## config.mk

```make
export PLATFORM = sky130hd
export DESIGN_NAME = axi_burst_sequencer
export DESIGN_NICKNAME = d
export VERILOG_FILES = /design/src/rtl/axi_burst_sequencer.sv
export SDC_FILE = /design/constraint.sdc
export NUM_CORES = 1
export LEC_CHECK = 0
export CORE_MARGIN = 10
export CORE_UTILIZATION = 30
export CTS_BUF_LIST = sky130_fd_sc_hd__clkbuf_8
export DETAILED_ROUTE_END_ITERATION = 6
export GPL_TIMING_DRIVEN = 0
export REMOVE_ABC_BUFFERS = 1
export SYNTH_ARGS = -nofsm -noshare
export SYNTH_HDL_FRONTEND = slang
export SYNTH_SLANG_ARGS = --single-unit
```

## constraint.sdc

```tcl
create_clock -name clk -period 12.68 [get_ports clk]
set_clock_uncertainty 0.2 [all_clocks]
set_input_delay 2.536 -clock clk [delete_from_list [all_inputs] [get_ports clk]]
set_output_delay 2.536 -clock clk [all_outputs]
set_load 0.005 [all_outputs]
```

## src/rtl/axi_burst_sequencer.sv

```systemverilog
// Deterministic write-then-read-back command/data source for AXI_master.
// Optional watchdog abort is compiled in with `define SEQ_TIMEOUT_EN.
module axi_burst_sequencer #(
    parameter int          DATA_WIDTH  = 32,
    parameter int          BURST_BEATS = 8,
    parameter int          NUM_BURSTS  = 4,
    parameter logic [31:0] BASE_ADDR   = 32'h4000_0000,
    parameter logic [31:0] SEED        = 32'hA5A5_0000
) (
    input  logic                  clk,
    input  logic                  reset,
    input  logic                  start,
    output logic                  go,
    output logic                  RNW,
    output logic [31:0]           address,
    output logic [7:0]            burst_length,
    output logic [6:0]            burst_size,
    output logic                  increment_burst,
    output logic                  clear_data_fifos,
    output logic [DATA_WIDTH-1:0] write_data,
    output logic                  write_fifo_en,
    input  logic                  write_fifo_full,
    input  logic                  write_fifo_empty,
    input  logic [DATA_WIDTH-1:0] read_data,
    output logic                  read_fifo_en,
    input  logic                  read_fifo_empty,
    input  logic                  read_fifo_full,
    input  logic                  busy,
    input  logic                  done,
    input  logic                  error,
    output logic                  test_busy,
    output logic                  test_done,
    output logic                  test_pass,
`ifdef SEQ_TIMEOUT_EN
    output logic                  timeout,
`endif
    output logic [15:0]           mismatch_count
);

    localparam int          BYTES      = DATA_WIDTH / 8;
    localparam logic [31:0] ADDR_STEP  = 32'(BURST_BEATS * BYTES);
    localparam logic [31:0] PAT_STEP   = 32'(BURST_BEATS);
    localparam logic [8:0]  LAST_BEAT  = 9'(BURST_BEATS - 1);
    localparam logic [15:0] LAST_BURST = 16'(NUM_BURSTS - 1);

    typedef enum logic [3:0] {
        IDLE, CLEAR, FILL, WR_GO, WR_WAIT, RD_GO, RD_WAIT, DRAIN, NEXT, FINISH, ABORT
    } state_t;

    state_t state, state_n;

    logic [8:0]            beat;
    logic [15:0]           burst;
    logic [31:0]           burst_addr;
    logic [31:0]           pat_base;
    logic [31:0]           word;
    logic [DATA_WIDTH-1:0] expect_word;

    // Pattern word for the current beat; burst offset is tracked incrementally.
    assign word        = pat_base + 32'(beat);
    assign expect_word = DATA_WIDTH'(word);

    assign increment_burst = 1'b1;
    assign burst_size      = 7'(BYTES);
    assign burst_length    = 8'(BURST_BEATS - 1);
    assign write_data      = write_fifo_en ? expect_word : '0;
    assign test_busy       = (state != IDLE) && (state != FINISH) && (state != ABORT);

`ifdef SEQ_TIMEOUT_EN
    logic [19:0] wdog;
    logic        waiting;
    logic        wdog_hit;

    assign waiting  = (state == WR_WAIT) || (state == RD_WAIT) || (state == DRAIN);
    assign wdog_hit = waiting && (wdog == 20'hFFFFF) && !read_fifo_en;
`endif

    always_ff @(posedge clk or posedge reset) begin
        // NOTE: sequential state uses non-blocking assignments so every flop samples pre-edge values.
        if (reset) state <= IDLE;
        else       state <= state_n;
    end

    always_comb begin
        // NOTE: every output gets a default first so no path through the case infers a latch.
        state_n          = state;
        go               = 1'b0;
        clear_data_fifos = 1'b0;
        write_fifo_en    = 1'b0;
        read_fifo_en     = 1'b0;
        test_done        = 1'b0;
        unique case (state)
            IDLE:    if (start) state_n = CLEAR;
            CLEAR: begin
                clear_data_fifos = 1'b1;
                state_n          = FILL;
            end
            FILL: if (!write_fifo_full) begin
                write_fifo_en = 1'b1;
                if (beat == LAST_BEAT) state_n = WR_GO;
            end
            WR_GO: if (!busy) begin
                go      = 1'b1;
                state_n = WR_WAIT;
            end
            WR_WAIT: if (done) state_n = error ? ABORT : RD_GO;
            RD_GO: if (!busy) begin
                go      = 1'b1;
                state_n = RD_WAIT;
            end
            RD_WAIT: if (done) state_n = error ? ABORT : DRAIN;
            DRAIN: if (!read_fifo_empty) begin
                read_fifo_en = 1'b1;
                if (beat == LAST_BEAT) state_n = NEXT;
            end
            NEXT:    state_n = (burst == LAST_BURST) ? FINISH : CLEAR;
            FINISH: begin
                test_done = 1'b1;
                state_n   = IDLE;
            end
            ABORT: begin
                test_done = 1'b1;
                state_n   = IDLE;
            end
            default: state_n = IDLE;
        endcase
`ifdef SEQ_TIMEOUT_EN
        if (wdog_hit) state_n = ABORT;
`endif
    end

    always_ff @(posedge clk or posedge reset) begin
        if (reset) begin
            beat           <= '0;
            burst          <= '0;
            burst_addr     <= BASE_ADDR;
            pat_base       <= SEED;
            address        <= BASE_ADDR;
            RNW            <= 1'b0;
            mismatch_count <= '0;
            test_pass      <= 1'b0;
        end else begin
            unique case (state)
                IDLE: if (start) begin
                    beat           <= '0;
                    burst          <= '0;
                    burst_addr     <= BASE_ADDR;
                    pat_base       <= SEED;
                    mismatch_count <= '0;
                    test_pass      <= 1'b0;
                end
                FILL: if (write_fifo_en) begin
                    beat <= (beat == LAST_BEAT) ? '0 : beat + 9'd1;
                end
                DRAIN: if (read_fifo_en) begin
                    beat <= (beat == LAST_BEAT) ? '0 : beat + 9'd1;
                    if (read_data != expect_word && mismatch_count != 16'hFFFF)
                        mismatch_count <= mismatch_count + 16'd1;
                end
                NEXT: begin
                    if (burst == LAST_BURST) begin
                        test_pass <= (mismatch_count == 16'd0);
                    end else begin
                        burst      <= burst + 16'd1;
                        burst_addr <= burst_addr + ADDR_STEP;
                        pat_base   <= pat_base + PAT_STEP;
                    end
                end
                default: ;
            endcase
            // Command fields load on entry to the GO states and hold until the next command.
            if (state_n == WR_GO && state != WR_GO) begin
                address <= burst_addr;
                RNW     <= 1'b0;
            end
            if (state_n == RD_GO && state != RD_GO) RNW <= 1'b1;
            if (state_n == ABORT) test_pass <= 1'b0;
        end
    end

`ifdef SEQ_TIMEOUT_EN
    always_ff @(posedge clk or posedge reset) begin
        if (reset) begin
            wdog    <= '0;
            timeout <= 1'b0;
        end else begin
            if (state == IDLE && start) timeout <= 1'b0;
            else if (wdog_hit)          timeout <= 1'b1;
            if (state_n != state || read_fifo_en) wdog <= '0;
            else if (waiting)                     wdog <= wdog + 20'd1;
        end
    end
`endif

    // After a FIFO clear the master must present an empty write FIFO and a non-full read FIFO.
    a_clear_empties: assert property (@(posedge clk) disable iff (reset)
        (state == CLEAR) |=> (write_fifo_empty && !read_fifo_full));

endmodule

```

==> out/qor.csv <==
metric,value,unit
part of the cycle the worst path needs,61.3,%
area grow syn2layout,22.1,%
syn_area_per_cell,8.73,sq um
sequential area share after synthesis,39.0,%
"most common cell after layout, fill and taps aside",nor2_1,
CP Capture Point,write_data[1],
Crit path required time,9.94,ns
slowest CP cell,nand2_1,
register area,3270,sq um
outcome,"finished, final reports clean",
Pleak,4.17,nW
Finished Cell Area,10200,sq um
maxcap violations,0,
critical path startpoint,write_fifo_full,
CP Class,in2out,
placed cell area,9800,sq um
die area,35000,sq um
Rel. slew slack,10.7,%
CTS Buf Count,17,
"wirelength, routed",24100,um
share of cells above drive strength 1,8.30,%
gr usage total,13.4,%
core footprint,27600,sq um
FP Rows,61,
WP depth,6,
Critical Path Source Type,input pin,
CP Cell Sequence,clkdlybuf4s50_1 > nor2_1 > nand2_1 > inv_1 > and2_1 > clkdlybuf4s50_1,
vias in the first global route,6776,
CTS tree,done,
worst IR drop on VDD,77.8,uV
FMAX,129,MHz
Worst Path Buf+Inv,3,
flop-to-flop setup slack,7.57,ns
DRT met1 WL,11400,um
cell count after synthesis,958,
most frequent cells in the layout,"nor2_1, clkdlybuf4s50_1, dfrtp_1",
clock root cell,clkbuf_8,
Clock Latency Late Sink,0.45,ns
RSZ-0062 raised after global routing,false,
Period minus WS final,7.78,ns
Top Metal Used,met4,
"most used cell, CP",clkdlybuf4s50_1,
starting DRC count in detailed routing,475,
critical path arrival,5.04,ns
# fillers,2866,
Post-synth ARST share,100,%
"Reg clk slew, reported paths",0.07,ns
final hold vios,0,
Post-CTS Repair Setup Buffers,0,
I/O pin cnt,146,
Slowest Stage Delay on Critical Path,0.71,ns
Slew @ Worst Pin,1.33,ns
Synth cell types,68,
Vias/cell,4.95,
H-tree levels,4,
gr ovfl total,0,
CTS sink count,130,
die width,187,um
Mapped Area,8360,sq um
Final Max Tran Viols,0,
"Primary FF master, synth",dfrtp_1,
Die Y,187,um
Final HPWL DP,17700,um
Hold Buf Count CTS,0,
reg2reg path depth,10,
WL per Instance,16.7,um
area occupied by multi-input gates,4720,sq um
TritonRoute pass-1 iters,5,
min-delay worst type,reg2reg,
DRC Markers,0,
Fin Hold WS,0.308,ns
setup TNS,0,ns
Routed Antenna Nets,0,
Ys Warns,0,
initial antenna violation count,1,
Critical Path Sink Type,primary output,
Post-synth EDFFs,0,
Final setup viols,0,
Worst path top cell family by delay,buffers and inverters,
Critical Path Fanout Max,26,
first-pass GRT wire length,38400,um
DR WL met2,10900,um
DR WL met3,1590,um
#FFs+latches synth,130,
fin nets,1101,
r2r endpoint,mismatch_count[15],
port buffer count,122,
Pwr Density,104,nW/um^2
Final GP Congestion,0.905,
post-CTS sizing,0,
Reg2Reg Launch Point,beat[5],
pin count of the biggest net entering global routing,81,
Vias,7135,
initial core utilization,30.3,%
maximum clock insertion buffer count,2,
[cells in the mapped netlist (3+ instances only)]
| cell type | instances | share of area, % |
|---|---|---|
| dfrtp_1 | 120 | 36 |
| nand3b_1 | 4 | 0.36 |
| o31ai_1 | 9 | 0.81 |
| nand4_1 | 25 | 1.9 |
| buf_1 | 3 | 0.13 |
| nor2_1 | 133 | 6.0 |
| o22ai_1 | 3 | 0.22 |
| nand2_1 | 89 | 4.0 |
| or2_2 | 3 | 0.22 |
| o21ai_0 | 30 | 1.8 |
| inv_1 | 18 | 0.81 |
| buf_2 | 10 | 0.60 |
| or4b_2 | 3 | 0.36 |
| a21o_1 | 3 | 0.27 |
| and4_1 | 9 | 0.94 |
| and2_1 | 11 | 0.82 |
| ha_1 | 12 | 1.8 |
| mux2i_1 | 11 | 1.3 |
| a31oi_1 | 3 | 0.22 |
| nor3b_1 | 10 | 0.90 |
| a211oi_1 | 3 | 0.27 |
| or3_1 | 9 | 0.67 |
| xnor2_1 | 45 | 4.7 |
| nor3_1 | 22 | 1.3 |
| buf_4 | 22 | 2.0 |
| o211ai_1 | 7 | 0.63 |
| xor2_1 | 70 | 7.3 |
| and3_1 | 23 | 1.7 |
| nor4_1 | 16 | 1.2 |
| nor2b_1 | 6 | 0.45 |
| dfstp_2 | 10 | 3.1 |
| or4_1 | 12 | 1.1 |
| mux2_2 | 27 | 3.6 |
| a21oi_1 | 24 | 1.4 |
| nand2b_1 | 12 | 0.90 |
| clkbuf_1 | 37 | 1.7 |
| nand3_1 | 63 | 3.8 |
| o21ai_1 | 3 | 0.18 |
[report_power, final]
| group | switching (mW) | total, mW | internal [mW] |
|---|---|---|---|
| clock | 0.186 | 0.347 | 0.160 |
| sequential | 0.0299 | 0.458 | 0.428 |
| combinational | 0.160 | 0.256 | 0.0964 |
| total | 0.376 | 1.06 | 0.685 |
[worst min path at each step]
stage | startpoint | to | cells past startpoint
after floorplan | burst[1] | burst[1] | 2
after global placement | burst[0] | burst[0] | 1
after detailed placement | burst[0] | burst[0] | 1
after CTS | burst[0] | burst[0] | 1
after global routing | burst[0] | burst[0] | 1
final | burst[0] | burst[0] | 1
[flip-flops by register name, indices dropped and copies added (netlist names)]
signal,count
state,4
RNW,1
pat_base,29
beat,9
burst,16
test_pass,1
burst_addr,27
address,27
mismatch_count,16
[worst reg2reg max path: stages, from the launching register on]
cell and delay [ns]:
dfrtp_1 0.46, ha_1 0.38, o21ai_0 0.39, o21a_1 0.61, nor2_1 0.36, or4_1 0.63, a211oi_1 0.24, nand4_1 0.16
nor4_4 1.15, o311ai_0 0.32, nand3_1 0.14
[logic make-up after synthesis]
logic type	Yosys count	synth area share, %
buffers and inverters	92	5.44
AND/OR/NAND/NOR	458	27.8
adder cells (fa/ha/maj)	12	1.80
other	2	0.0898
AO/OA/AOI/OAI	110	8.56
XOR/XNOR	116	12.3
multiplexers	38	4.95
flip-flops	130	39.0
[metrics by stage]
step	cells	util, %	power (mW)	setup slack [ns]
after floorplan	903	-	0.596	6.48
after global placement	1403	35.3	0.712	4.32
after detailed placement	1405	35.5	0.724	4.83
after CTS	1437	36.9	1.08	4.83
after global routing	1438	37.0	1.13	4.67
final	1440	37.0	1.06	4.90
[metal layers]
layer / vias to the layer above / global-route usage, %
li1: 3492 / -
met1: 3415 / 18.2
met2: 207 / 20.7
met3: 21 / 4.01
met4: 0 / 2.82
met5: - / 0
[layout make-up]
cell class / instances / share of cell area [%]
clock buffers: 17 / 2.29
repair buffers: 125 / 12.7
flip-flops and latches: 130 / 32.0
well taps: 378 / 4.63
inverters: 18 / 0.710
multi-input cells: 755 / 46.2
diodes: 2 / 0.0490
clock inverters: 15 / 1.43
Power figures use the tool's default switching activity.
